**src/rtl/sdrc_app_arb.sv**
```systemverilog
// Round-robin arbiter sharing the sdrc_core application port between NREQ requesters.
// Per-direction owner FIFOs route write pulls and read returns back to the burst owner.
module sdrc_app_arb #(
  parameter int unsigned NREQ   = 4,
  parameter int unsigned AW     = 30,
  parameter int unsigned DW     = 32,
  parameter int unsigned ODEPTH = 4
) (
  input  logic                 clk,
  input  logic                 reset_n,
  input  logic [NREQ-1:0]      m_req,
  input  logic [NREQ*AW-1:0]   m_req_addr,
  input  logic [NREQ*9-1:0]    m_req_len,
  input  logic [NREQ-1:0]      m_req_wr_n,
  output logic [NREQ-1:0]      m_req_ack,
  input  logic [NREQ*DW-1:0]   m_wr_data,
  input  logic [NREQ*DW/8-1:0] m_wr_en_n,
  output logic [NREQ-1:0]      m_wr_next,
  output logic [NREQ-1:0]      m_rd_valid,
  output logic [DW-1:0]        m_rd_data,
  output logic                 app_req,
  output logic [AW-1:0]        app_req_addr,
  output logic [8:0]           app_req_len,
  output logic                 app_req_wr_n,
  input  logic                 app_req_ack,
  output logic [DW-1:0]        app_wr_data,
  output logic [DW/8-1:0]      app_wr_en_n,
  input  logic                 app_wr_next_req,
  input  logic                 app_rd_valid,
  input  logic [DW-1:0]        app_rd_data,
  output logic                 arb_err
);

  localparam int unsigned IW = $clog2(NREQ);
  localparam int unsigned PW = $clog2(ODEPTH);
  localparam int unsigned BW = DW / 8;

  typedef enum logic [1:0] {StIdle, StReq, StZack, StGap} state_e;

  state_e          state_q, state_d;
  logic [IW-1:0]   grant_q, rr_ptr_q;
  logic [AW-1:0]   addr_q;
  logic [8:0]      len_q;
  logic            wr_n_q;
  logic            arb_err_q;

  logic [NREQ-1:0] elig;
  logic            win_found;
  logic [IW-1:0]   win_idx;
  logic [8:0]      win_len;

  // Index 0 = write owner FIFO, index 1 = read owner FIFO.
  logic [IW-1:0]   own_mem [2][ODEPTH];
  logic [8:0]      len_mem [2][ODEPTH];
  logic [PW-1:0]   rptr_q  [2];
  logic [PW-1:0]   wptr_q  [2];
  logic [PW:0]     cnt_q   [2];
  logic [8:0]      done_q  [2];
  logic [1:0]      full, push, push_ok, strobe, head_vld, pop;
  logic [IW-1:0]   head_own [2];
  logic [8:0]      head_len [2];
  logic            err_set;

  function automatic logic [IW-1:0] rr_next(input logic [IW-1:0] g);
    return (32'(g) == NREQ - 1) ? '0 : g + 1'b1;
  endfunction

  // Round-robin pick starting at rr_ptr_q; a full owner FIFO makes its direction ineligible.
  always_comb begin
    int unsigned cand;
    cand      = 0;
    win_found = 1'b0;
    win_idx   = '0;
    for (int unsigned i = 0; i < NREQ; i++) begin
      elig[i] = m_req[i] && !full[m_req_wr_n[i]];
    end
    for (int unsigned k = 0; k < NREQ; k++) begin
      cand = (32'(rr_ptr_q) + k) % NREQ;
      if (!win_found && elig[IW'(cand)]) begin
        win_found = 1'b1;
        win_idx   = IW'(cand);
      end
    end
    win_len = m_req_len[win_idx*9 +: 9];
  end

  always_comb begin
    strobe  = {app_rd_valid, app_wr_next_req};
    err_set = 1'b0;
    for (int d = 0; d < 2; d++) begin
      full[d]     = cnt_q[d] == (PW+1)'(ODEPTH);
      push[d]     = (state_q == StReq) && app_req_ack && (int'(wr_n_q) == d);
      push_ok[d]  = push[d] && !full[d];
      // Empty FIFO: the entry being pushed this cycle already owns incoming strobes.
      head_vld[d] = (cnt_q[d] != '0) || push[d];
      head_own[d] = (cnt_q[d] != '0) ? own_mem[d][rptr_q[d]] : grant_q;
      head_len[d] = (cnt_q[d] != '0) ? len_mem[d][rptr_q[d]] : len_q;
      pop[d]      = strobe[d] && head_vld[d] && (done_q[d] + 9'd1 == head_len[d]);
      if ((push[d] && full[d]) || (strobe[d] && !head_vld[d])) begin
        err_set = 1'b1;
      end
    end
  end

  always_ff @(posedge clk) begin
    for (int d = 0; d < 2; d++) begin
      if (push_ok[d]) begin
        own_mem[d][wptr_q[d]] <= grant_q;
        len_mem[d][wptr_q[d]] <= len_q;
      end
    end
  end

  always_ff @(posedge clk) begin
    if (!reset_n) begin
      for (int d = 0; d < 2; d++) begin
        rptr_q[d] <= '0;
        wptr_q[d] <= '0;
        cnt_q[d]  <= '0;
        done_q[d] <= '0;
      end
      arb_err_q <= 1'b0;
    end else begin
      for (int d = 0; d < 2; d++) begin
        if (push_ok[d]) wptr_q[d] <= wptr_q[d] + 1'b1;
        if (strobe[d] && head_vld[d]) begin
          if (pop[d]) begin
            done_q[d] <= '0;
            rptr_q[d] <= rptr_q[d] + 1'b1;
          end else begin
            done_q[d] <= done_q[d] + 9'd1;
          end
        end
        cnt_q[d] <= cnt_q[d] + (PW+1)'(push_ok[d]) - (PW+1)'(pop[d]);
      end
      if (err_set) arb_err_q <= 1'b1;
    end
  end

  always_ff @(posedge clk) begin
    if (!reset_n) begin
      state_q  <= StIdle;
      grant_q  <= '0;
      rr_ptr_q <= '0;
      addr_q   <= '0;
      len_q    <= '0;
      wr_n_q   <= 1'b1;
    end else begin
      state_q <= state_d;
      if (state_q == StIdle && win_found) begin
        grant_q <= win_idx;
        if (win_len == 9'd0) begin
          rr_ptr_q <= rr_next(win_idx);
        end else begin
          addr_q <= m_req_addr[win_idx*AW +: AW];
          len_q  <= win_len;
          wr_n_q <= m_req_wr_n[win_idx];
        end
      end
      if (state_q == StReq && app_req_ack) rr_ptr_q <= rr_next(grant_q);
    end
  end

  always_comb begin
    state_d = state_q;
    unique case (state_q)
      StIdle: if (win_found) state_d = (win_len == 9'd0) ? StZack : StReq;
      StReq:  if (app_req_ack) state_d = StGap;
      StZack: state_d = StGap;
      StGap:  state_d = StIdle;
      default: state_d = StIdle;
    endcase
  end

  always_comb begin
    m_req_ack   = '0;
    m_wr_next   = '0;
    m_rd_valid  = '0;
    app_wr_data = '0;
    app_wr_en_n = '1;
    if ((state_q == StReq && app_req_ack) || state_q == StZack) m_req_ack[grant_q] = 1'b1;
    if (head_vld[0]) begin
      m_wr_next[head_own[0]] = app_wr_next_req;
      app_wr_data            = m_wr_data[head_own[0]*DW +: DW];
      app_wr_en_n            = m_wr_en_n[head_own[0]*BW +: BW];
    end
    if (head_vld[1]) m_rd_valid[head_own[1]] = app_rd_valid;
  end

  assign app_req      = (state_q == StReq);
  assign app_req_addr = addr_q;
  assign app_req_len  = len_q;
  assign app_req_wr_n = wr_n_q;
  assign m_rd_data    = app_rd_data;
  assign arb_err      = arb_err_q;

endmodule
```
**config.mk**
```make
export PLATFORM = sky130hd
export DESIGN_NAME = sdrc_app_arb
export DESIGN_NICKNAME = d
export VERILOG_FILES = /design/src/rtl/sdrc_app_arb.sv
export SDC_FILE = /design/constraint.sdc
export NUM_CORES = 1
export LEC_CHECK = 0
export BUFFER_PORTS_ARGS = -buffer_cell sky130_fd_sc_hd__buf_4
export CORE_UTILIZATION = 30
export CTS_BUF_LIST = sky130_fd_sc_hd__clkbuf_4
export CTS_CLUSTER_DIAMETER = 80
export DETAILED_ROUTE_END_ITERATION = 10
export PLACE_DENSITY = 0.57
export SYNTH_ARGS = -nofsm -noshare
export SYNTH_HDL_FRONTEND = slang
export SYNTH_SLANG_ARGS = --single-unit
```
**constraint.sdc**
```tcl
create_clock -name clk -period 4.03 [get_ports clk]
set_input_delay 0.403 -clock clk [delete_from_list [all_inputs] [get_ports clk]]
set_output_delay 0.403 -clock clk [all_outputs]
set_load 0.005 [all_outputs]
```
== After elaboration in Yosys (flattened, before gate mapping) ==
Memory sizes are Yosys's and may differ from the RTL's.
Index checks and enable logic that the tools add are counted.
Word-level totals
  flip-flop bits (word level): 47
  RAM bits: 120
  input bits: 345
  output and inout bits: 122
  logic and storage cells: 253
  memories kept: 6
Cells by class
  add/subtract/negate cells: 15
  multipliers: 2
  $lt $le $gt $ge: 21
  equality and inequality tests: 11
  shift-type cells: 4
  multiplexer cells: 116
  bitwise gates (word level): 18
  reduce and logical (&&, ||, !) cells: 53
Memory list
  len_mem: words 2, bits a word 36, read ports 2, clocked after memory_dff 0, write ports 1, RTL line 54  | logic [8:0] len_mem [2][ODEPTH];
  done_q: words 2, bits a word 9, read ports 2, clocked after memory_dff 0, write ports 2, RTL line 58  | logic [8:0] done_q [2];
  own_mem: words 2, bits a word 8, read ports 2, clocked after memory_dff 0, write ports 1, RTL line 53  | logic [IW-1:0] own_mem [2][ODEPTH];
  cnt_q: words 2, bits a word 3, read ports 2, clocked after memory_dff 0, write ports 2, RTL line 57  | logic [PW:0] cnt_q [2];
  rptr_q: words 2, bits a word 2, read ports 2, clocked after memory_dff 0, write ports 2, RTL line 55  | logic [PW-1:0] rptr_q [2];
  wptr_q: words 2, bits a word 2, read ports 2, clocked after memory_dff 0, write ports 2, RTL line 56  | logic [PW-1:0] wptr_q [2];
Operator list (count)
  2-to-1 mux 36 bit: 4
  indexed part select 128 x 8 -> 32 bit: 1
  indexed part select 120 x 8 -> 30 bit: 1
  2-to-1 mux 9 bit: 12
  2-to-1 mux 1 bit: 48
  2-to-1 mux 2 bit: 24
  binary-select mux 9 bit (select 2 bit): 2
  demux 9 bit (select 2 bit): 2
  OR reduction 36 bit: 1
  indexed part select 36 x 7 -> 9 bit: 1
  2-to-1 mux 32 bit: 1
  2-to-1 mux 8 bit: 4
  logical AND 1 bit: 26
  < comparator 2 x 3 -> 1 bit, second input constant: 8
  adder 9 x 1 -> 9 bit, second input constant: 2
  equality test 9 bit: 2
  2-to-1 mux 4 bit: 4
  indexed part select 16 x 5 -> 4 bit: 1
  adder 2 x 1 -> 2 bit, second input constant: 7
  >= comparator 3 bit, second input constant: 4
  multiplier 2 x 4 -> 6 bit, second input constant: 2
  NOT 2 -> 3 bit: 4
  logical NOT 1 bit: 11
  binary-select mux 1 bit (select 2 bit): 5
  other kinds (26): 63

== Longest topological paths before layout ==
Gate-level depths: netlist of run 1.
An unclocked memory read counts as a cell.
  depth after elaboration: 24
  mapped depth: 15
  mapped depth without buffers: 14

== Worst setup path before layout of run 1 ==
OpenSTA, ideal clock, no wires.
  path type: register to register
  from: memory rptr_q[0][0] (netlist name)
  to: memory cnt_q[0][2] (netlist name)
  library setup time: 0.128 ns
  arrival time: 3.226 ns
  required time: 3.902 ns
  path slack: 0.676 ns
  cell stages (with the launch flop): 15
  path buffers: 1
  clock period less this slack: 3.354 ns
  path through: edfxtp_1 -> buf_2 -> mux4_2 -> mux2i_1 -> mux2_2 -> mux2i_1 -> o2111ai_1 -> nor2_1 -> ha_1 -> inv_1 -> ha_1 -> fa_1 -> xnor2_1 -> xnor2_1 -> nor2_1
RTL lines (RTL line)
  start, declared: 55
  end, declared: 57

==> metrics.txt, run 1 <==
Setup Total Neg Slack=0 ns; synthesized area per cell=approximately 10 sq um; WP data arrival=between 4 and 5 ns; gr ovfl total=0; Mapped Cells=approximately 1,000; DIE AREA=roughly 36,000 sq um; clk slew on worst S/H paths=0.16 ns; Min-Delay Path Class=in2reg; Final #Nets=~1,800; Synth area leader=edfxtp_1; Synth Flop Type=edfxtp_1; peak per-stage delay on the critical path=~0.46 ns; GR peak layer=met2; most used cell, CP=ha_1; top cells by area, synth=edfxtp_1, mux4_2, dfxtp_1; # setup viols final=0; VDD IR max=0.274 mV; CP Max Fanout=6; RSZ-0062 raised after global routing=false; gr usage total=around a fifth; Required @ worst endpoint=4.49 ns; max-cap check violation count=0; number of synthesized flops with an enable pin=~110; Adder-Cell Fraction of Synth Area=a little under 3%; vias in the first global route=9,355; final instance area=14,400 sq um; leak pwr=between 6 and 7 nW; met3 usage=between 4 and 5%; initial antenna violation count=2; worst skew pair latency=approximately 0.57 ns; placed cell areas=around 14,000 sq um; Synthesized Nets=between 1,000 and 1,500; routability cong.=about 0.85; Die X=approximately 190 microns; PortBufs=roughly 400; first-pass GRT wire length=between 50,000 and 60,000 microns; I/O pin total=between 400 and 500; GRT met2 Usage=between 30 and 40%; Cell Chain, Critical Path=ha_1, nand3_1, nor3_1, xnor3_1, nor2_1, nand4_1, nor4_1, ha_1, inv_1, ha_1, fa_1, xnor2_1, xnor2_1, nor2_1; FFs w/ async S/R, synth=0%; Worst setup EP type=flip-flop; HPWL after DPL=28,100 microns; Crit Path Category=reg2reg; DR pass1 iterations=5; largest family of logic cells by synthesized area=simple AND/OR/NAND/NOR gates; Global Route met1 Usage=21.8%; H-tree levels=4; CTS tree=built; Mapped Area=roughly 11,000 sq um; post-synthesis compound-gate area fraction=4.74%; Cell Pwr Density=about 480 nW/um^2; drc violations=0; initial core utilization=a little under a third; setup ws final=0.320 ns; final slew viol count=0; die span in y=roughly 190 microns; synth cell count leaders=nand2_1, nand3_1, edfxtp_1; remaining antenna violation count=0; Synth Area in Simple Gates=~22%; Total Wirelength=35,600 microns; Area Overhead vs Synth=34.7%; Top Family by Delay on Critical Path=simple AND/OR/NAND/NOR gates; outcome=finished clean; area of the core=34,700 sq um; multiplexer share of the synthesized area=between 10% and 20%; #FFs+latches synth=around 170; post-synthesis xor/xnor area fraction=around 3.5%; initial DRC count=between 400 and 500; Crit-path slowest cell=edfxtp_1; most common cell in the netlist=nand2_1; Syn. warnings=0; sequential share of the synthesized area=a little over two fifths; WL/cell=19.0 microns; post-place setup slack=around 0.36 ns; final worst path period share=between 90 and 100%; worst-case clock buffer depth=2; number of hold violations in the final report=0; minimum clock period=3.71 ns; vias=9,364; actual slew at the worst max-slew pin=between 0.8 and 0.9 ns; vias per cell=5.00; Fmax=270 MHz; largest net degree at the start of global routing=74; CTS Buf Count=17; Num Clock Sinks=~170; row count=approximately 70; CP startpoint kind=flip-flop; Synth top area share=between 30% and 40%; synth unique cells=64; Worst Skew=about 0.032 ns; hold slack=0.209 ns; slew margin rel.=between 40 and 50%; CP Buf/Inv Count=1; share of layout cells above drive strength 1=between 30% and 40%; clk root buf=clkbuf_4
## layout by cell type (no fill, tap or decap), types with 10 or more instances in the layout
cell type,netlist,layout
o21ai_0,19,18
buf_4,32,433
mux2i_1,68,66
a21oi_1,10,10
nand3_1,122,122
inv_1,28,28
and3_1,12,12
clkbuf_4,0,18
nor2_1,46,46
ha_1,22,22
mux4_2,54,54
xnor2_1,22,22
nand2_1,215,214
dfxtp_1,53,53
and2_1,46,46
edfxtp_1,114,114
## worst paths after layout
check                               startpoint                           end  slack [ns]  cells after the start
setup / recovery    done_q[1][0]$_SDFFCE_PN0P_        cnt_q[0][5]$_SDFF_PN0_        0.32                     14
hold / removal                         reset_n          arb_err$_SDFFE_PN0P_        0.21                      2
setup reg to reg    done_q[1][0]$_SDFFCE_PN0P_        cnt_q[0][5]$_SDFF_PN0_        0.32                     14
hold reg to reg   app_req_addr[4]$_SDFFE_PN0P_  app_req_addr[4]$_SDFFE_PN0P_        0.47                      2
## registers in the layout, summed over array words and instances (netlist names)
register and cells:
arb_err 1, len_mem 72, rptr_q 4, app_req_addr 30, wptr_q 4, done_q 18, cnt_q 6, app_req_wr_n 1
own_mem 16, grant_q 2, state_q 2, rr_ptr_q 2, app_req_len 9
## metrics by stage
stage	power (mW)	instances	utilization [%]
finish	6.88	1872	41.4
CTS	6.97	1870	41.3
global route	7.36	1872	41.4
global placement	5.94	1837	40.5
detailed placement	5.97	1837	40.5
floorplan	4.54	1039	-
## final cells by class
class	instances	area [sq um]
repair buffers	437	3330
clock buffers	18	135
flip-flops and latches	167	4480
well taps	455	569
fillers	3426	20400
diodes	2	5.00
multi-input cells	751	5580
inverters	28	105
clock inverters	14	143
## worst reg2reg max path: cells and delay by family, from the launching register on
family / cells / cell delay, ns
simple gates: 6 / 1.33
fa+ha+maj: 4 / 1.08
buf+inv: 1 / 0.04
xor+xnor: 3 / 0.68
flops: 1 / 0.46
## logic make-up (layout without fill, tap and decap cells)
group	after synthesis	after routing
AND/OR/NAND/NOR	493	493
flip-flops	167	167
multiplexers	130	130
buffers and inverters	121	497
AO/OA/AOI/OAI	69	69
XOR/XNOR	35	35
adder cells (fa/ha/maj)	24	24
other	0	2
## where the power goes
part	switching [mW]	leakage [nW]	total (mW)	internal (mW)
Combinational	1.71	4.62	3.35	1.64
Sequential	0.307	1.51	2.55	2.24
Clock	0.650	0.154	0.983	0.334
Total	2.67	6.29	6.88	4.21
## what timing repair did
action,CTS,global route
endpoints found under the setup margin,25,0
hold buffers,0,0
buffers inserted,1,0
resized for setup,0,0
endpoints found under the hold margin,0,0
## metal layers
layer | share of wire, % | vias up
met5 | 0 | -
met4 | 2.0 | 0
met3 | 7.1 | 35
met2 | 53 | 411
met1 | 38 | 4487
li1 | - | 4431
Power figures use the tool's default switching activity.
==> inputs of run 2 (changes only) <==
Clock period 4.03 ns to 4.6 ns, I/O delays scaled along.
==> run 2 against run 1 <==
  * Sequential cell count unchanged
  * Non-clock buffer count down 16
  * Critical path depth down 7
  * First-iteration DRC count is 23% lower
  * Core utilization down 0.45 points
  * Combinational power fell by 16%
  * Setup slack improved by 0.27 ns
==> metrics.txt, run 2 (synthesis results as in run 1) <==
HPWL after DPL=between 20,000 and 30,000 microns; vias in the first global route=between 9,000 and 10,000; final worst path period share=about 87%; PortBufs=about 400; remaining antenna violation count=0; vias=9,296; area of the core=34,700 sq um; CTS Hold Buffers Added=0; leak pwr=roughly 6.2 nW; DR pass1 iterations=5; most frequent cells in the layout=buf_4, nand2_1, nand3_1; max reg flops=slightly above 70; row count=about 70; Cell Chain, Critical Path=buf_4, mux4_2, mux2i_4, buf_4, mux4_2, and2_1, buf_4; non-filler cells, final=between 1,500 and 2,000; CTS Buf Count=17; initial antenna violation count=1; Setup Total Neg Slack=0 ns; DIE AREA=36,300 sq um; placed cells=1,822; peak per-stage delay on the critical path=about 0.71 ns; initial core utilization=30.7%; CP Max Fanout=14; drc violations=0; Fmax=249 MHz; Die X=roughly 190 microns; largest net degree at the start of global routing=77; most common cell after layout, fill and taps aside=buf_4; Required @ worst endpoint=between 4 and 5 ns; outcome=finished clean; VDD IR max=between 0.2 and 0.3 mV; max-cap check violation count=0; vias per cell=5.01; Area Overhead vs Synth=33.3%; WP data arrival=3.55 ns; Cell Pwr Density=417 nW/um^2; # setup viols final=0; CP startpoint kind=flip-flop; Final #Nets=1,755; Num Clock Sinks=around 170; post-layout util=between 40% and 50%; Worst Skew=approximately 0.033 ns; clk slew on worst S/H paths=~0.15 ns; Crit-path slowest cell=edfxtp_1; most used cell, CP=buf_4; share of layout cells above drive strength 1=about two fifths; WL/cell=19.1 microns; die span in y=about 190 microns; worst skew pair latency=between 0.5 and 0.6 ns; gr ovfl total=0; Worst setup EP type=primary output; number of hold violations in the final report=0; setup bufs post-CTS=0; final slew viol count=0; gr usage total=19.2%; actual slew at the worst max-slew pin=just under 0.8 ns; Total Wirelength=~35,000 microns; minimum clock period=between 4 and 5 ns; initial DRC count=371; first-pass GRT wire length=52,700 microns; CTS tree=built; H-tree levels=4; Crit Path Category=reg2out; RSZ-0062 raised after global routing=false; slew margin rel.=47.5%; post-CTS sizing=0; routability cong.=between 0.8 and 0.9; worst-case clock buffer depth=2; I/O pin total=around 470; clk root buf=clkbuf_4; Min-Delay Path Class=in2reg
[run 2: changes by cell type in the layout (fill, tap and decap cells not counted)]
cell        change
buf_12          -2
buf_4          -14
bufinv_16       -1
clkinv_1        -1
clkinv_2        -1
clkinvlp_4      +2
diode_2         -1
inv_6           -2
inv_8           +3
[run 2: final cells by class]
class / instances / area [sq um]
diodes: 1 / 2.50
clock buffers: 18 / 135
clock inverters: 14 / 135
fillers: 3442 / 20500
inverters: 28 / 105
multi-input cells: 751 / 5580
flip-flops and latches: 167 / 4480
well taps: 455 / 569
repair buffers: 421 / 3190
[run 2: stage by stage]
| stage | hold WS (ns) | total power [mW] | cell area, sq um | setup slack [ns] |
|---|---|---|---|---|
| floorplan | 0.455 | 3.98 | 10700 | 1.25 |
| global placement | 0.445 | 5.13 | 13900 | 0.848 |
| detailed placement | 0.458 | 5.15 | 13900 | 0.826 |
| CTS | 0.177 | 6.00 | 14200 | 0.449 |
| global route | 0.183 | 6.32 | 14200 | 0.284 |
| finish | 0.253 | 5.92 | 14200 | 0.588 |
[run 2: path summary, 6_finish.rpt]
| kind | startpoint | to | slack (ns) | depth (start not counted) |
|---|---|---|---|---|
| setup / recovery | rptr_q[0][0]$_SDFFCE_PN0P_ | app_wr_data[18] | 0.59 | 7 |
| hold / removal | reset_n | arb_err$_SDFFE_PN0P_ | 0.25 | 2 |
| setup reg to reg | rptr_q[0][3]$_SDFFCE_PN0P_ | cnt_q[0][5]$_SDFF_PN0_ | 0.76 | 13 |
| hold reg to reg | app_req_addr[2]$_SDFFE_PN0P_ | app_req_addr[2]$_SDFFE_PN0P_ | 0.48 | 2 |
[run 2: metal layers]
metal | track usage [%] | vias to the layer above | share of wire, %
li1 | - | 4411 | -
met1 | 22.3 | 4412 | 39
met2 | 35.6 | 450 | 52
met3 | 4.42 | 23 | 8.0
met4 | 4.22 | 0 | 1.2
met5 | 0 | - | 0
[run 2: report_power, final]
group	switching [mW]	internal, mW	leakage, nW
sequential	0.311	1.97	1.51
combinational	1.44	1.37	4.53
clock	0.589	0.248	0.144
total	2.34	3.59	6.19
[run 2: worst max-delay path, delay by kind of cell, from the launching register on]
| kind | cells | cell delay (ns) |
|---|---|---|
| buffers and inverters | 3 | 0.71 |
| muxes | 3 | 1.38 |
| DFF | 1 | 0.71 |
| and+or+nand+nor | 1 | 0.20 |
==> inputs of run 3 (changes only) <==
Settings changed: CORE_ASPECT_RATIO set to 1.1.
==> run 3 against run 2 <==
  * Global-route usage increased by 1.2 points
  * Combinational power about the same
  * Clock power increased by 3.2%
  * Via count decreased by 0.90%
  * Core utilization decreased by 0.29 points
  * Final cell count decreased by 0.27%
  * Largest cell class unchanged
  * Setup slack got worse by 0.31 ns
==> metrics.txt, run 3 (synthesis results as in run 1) <==
WP data arrival=3.86 ns; vias per cell=roughly 5; drc violations=0; CP startpoint kind=flip-flop; H-tree levels=4; first-pass GRT wire length=55,300 microns; vias in the first global route=approximately 9,600; vias=approximately 9,000; worst reg2reg path depth=13; Num Clock Sinks=167; initial DRC count=between 400 and 500; DR pass1 iterations=4; CP Max Fanout=14; WL/cell=between 20 and 25 microns; Final #Nets=roughly 1,800; Cell Chain, Critical Path=buf_4, mux4_2, mux2i_4, buf_4, mux4_2, and2_1, buf_4; DIE AREA=roughly 36,000 sq um; reg2reg end=cnt_q[0][5]$_SDFF_PN0_; max-cap check violation count=0; Cell Pwr Density=418 nW/um^2; R2R Setup Slk=~0.66 ns; post-layout util=roughly 40%; Hold EP=app_req_addr[19]$_SDFFE_PN0P_; slew margin rel.=~44%; Final Total Pwr=5.95 mW; Required @ worst endpoint=between 4 and 5 ns; gr usage total=between 20% and 30%; actual slew at the worst max-slew pin=approximately 0.83 ns; worst-case clock buffer depth=2; row count=72; Total Wirelength=approximately 37,000 microns; minimum clock period=~4.3 ns; worst skew pair latency=around 0.58 ns; PortBufs=around 400; Fmax=232 MHz; Setup Total Neg Slack=0 ns; # setup viols final=0; CTS Hold Buffers Added=0; remaining antenna violation count=0; placed cells=approximately 1,800; number of hold violations in the final report=0; Hold Crit Start=m_req_addr[109]; setup bufs post-CTS=0; area of the core=about 35,000 sq um; die span in y=roughly 200 microns; CTS tree=built; Die X=182 microns; Worst Skew=0.0334 ns; Crit Path Category=reg2out; routability cong.=~0.83; non-filler cells, final=roughly 1,900; CTS Buf Count=17; outcome=finished clean; Crit-path slowest cell=edfxtp_1; share of layout cells above drive strength 1=between 30% and 40%; clk slew on worst S/H paths=between 0.15 and 0.2 ns; most used cell, CP=buf_4; most common cell after layout, fill and taps aside=buf_4; Min-Delay Path Class=in2reg; most frequent cells in the layout=buf_4, nand2_1, nand3_1; peak per-stage delay on the critical path=0.74 ns; gr ovfl total=0; Area Overhead vs Synth=33.6%; final slew viol count=0; max reg flops=72; post-CTS sizing=0; HPWL after DPL=about 30,000 microns; Hold Crit Depth=5; VDD IR max=0.167 mV; clk root buf=clkbuf_4; final worst path period share=between 90% and 100%; largest net degree at the start of global routing=74; leak pwr=6.21 nW; initial antenna violation count=5; FF-to-FF Start=rptr_q[0][2]$_SDFFCE_PN0P_; Worst setup EP type=primary output; I/O pin total=467; initial core utilization=between 30% and 40%; RSZ-0062 raised after global routing=false
## run 3: critical path: cells and delay by family (launching register included)
| family | cells | cell delay, ns |
|---|---|---|
| buffers and inverters | 3 | 0.69 |
| flip-flops | 1 | 0.74 |
| multiplexers | 3 | 1.65 |
| AND/OR/NAND/NOR | 1 | 0.19 |
## run 3: how the worst max path moves through the flow
stage,from,endpoint,slack [ns],cells past startpoint
final,rptr_q[0][0]$_SDFFCE_PN0P_,app_wr_data[6],0.28,7
after floorplan,rptr_q[0][0]$_SDFFCE_PN0P_,cnt_q[0][2]$_SDFF_PN0_,1.25,14
after CTS,rptr_q[0][0]$_SDFFCE_PN0P_,app_wr_data[6],0.15,7
after global routing,rptr_q[0][0]$_SDFFCE_PN0P_,app_wr_data[6],0.003,7
after global placement,rptr_q[0][2]$_SDFFCE_PN0P_,cnt_q[0][5]$_SDFF_PN0_,0.67,13
after detailed placement,rptr_q[0][2]$_SDFFCE_PN0P_,cnt_q[0][5]$_SDFF_PN0_,0.62,13
## run 3: cell type report
| cell class | count | area [sq um] |
|---|---|---|
| clock inverters | 15 | 153 |
| clock buffers | 17 | 128 |
| multi-input cells | 751 | 5580 |
| repair buffers | 425 | 3220 |
| flip-flops and latches | 167 | 4480 |
| fillers | 3466 | 20800 |
| diodes | 3 | 7.51 |
| inverters | 28 | 105 |
| well taps | 444 | 556 |
## run 3: per-layer routing
layer,vias up,GRT usage (%),routed length (microns)
li1,4425,-,-
met5,-,0,21
met4,4,10.4,1690
met3,62,5.01,2540
met1,4321,21.4,13600
met2,400,38.1,19400
## run 3: power breakdown
part           total (mW)  switching, mW  internal [mW]
Combinational        2.80           1.42           1.38
Sequential           2.28          0.314           1.97
Clock               0.863          0.615          0.247
Total                5.95           2.35           3.60
## run 3: metrics by stage
step                      setup WS (ns)  hold slack [ns]  area (sq um)
after global routing            0.00319            0.215         14200
after global placement            0.673            0.445         13900
final                             0.282            0.259         14200
after floorplan                    1.25            0.455         10700
after detailed placement          0.621            0.455         13900
after CTS                         0.149            0.183         14200
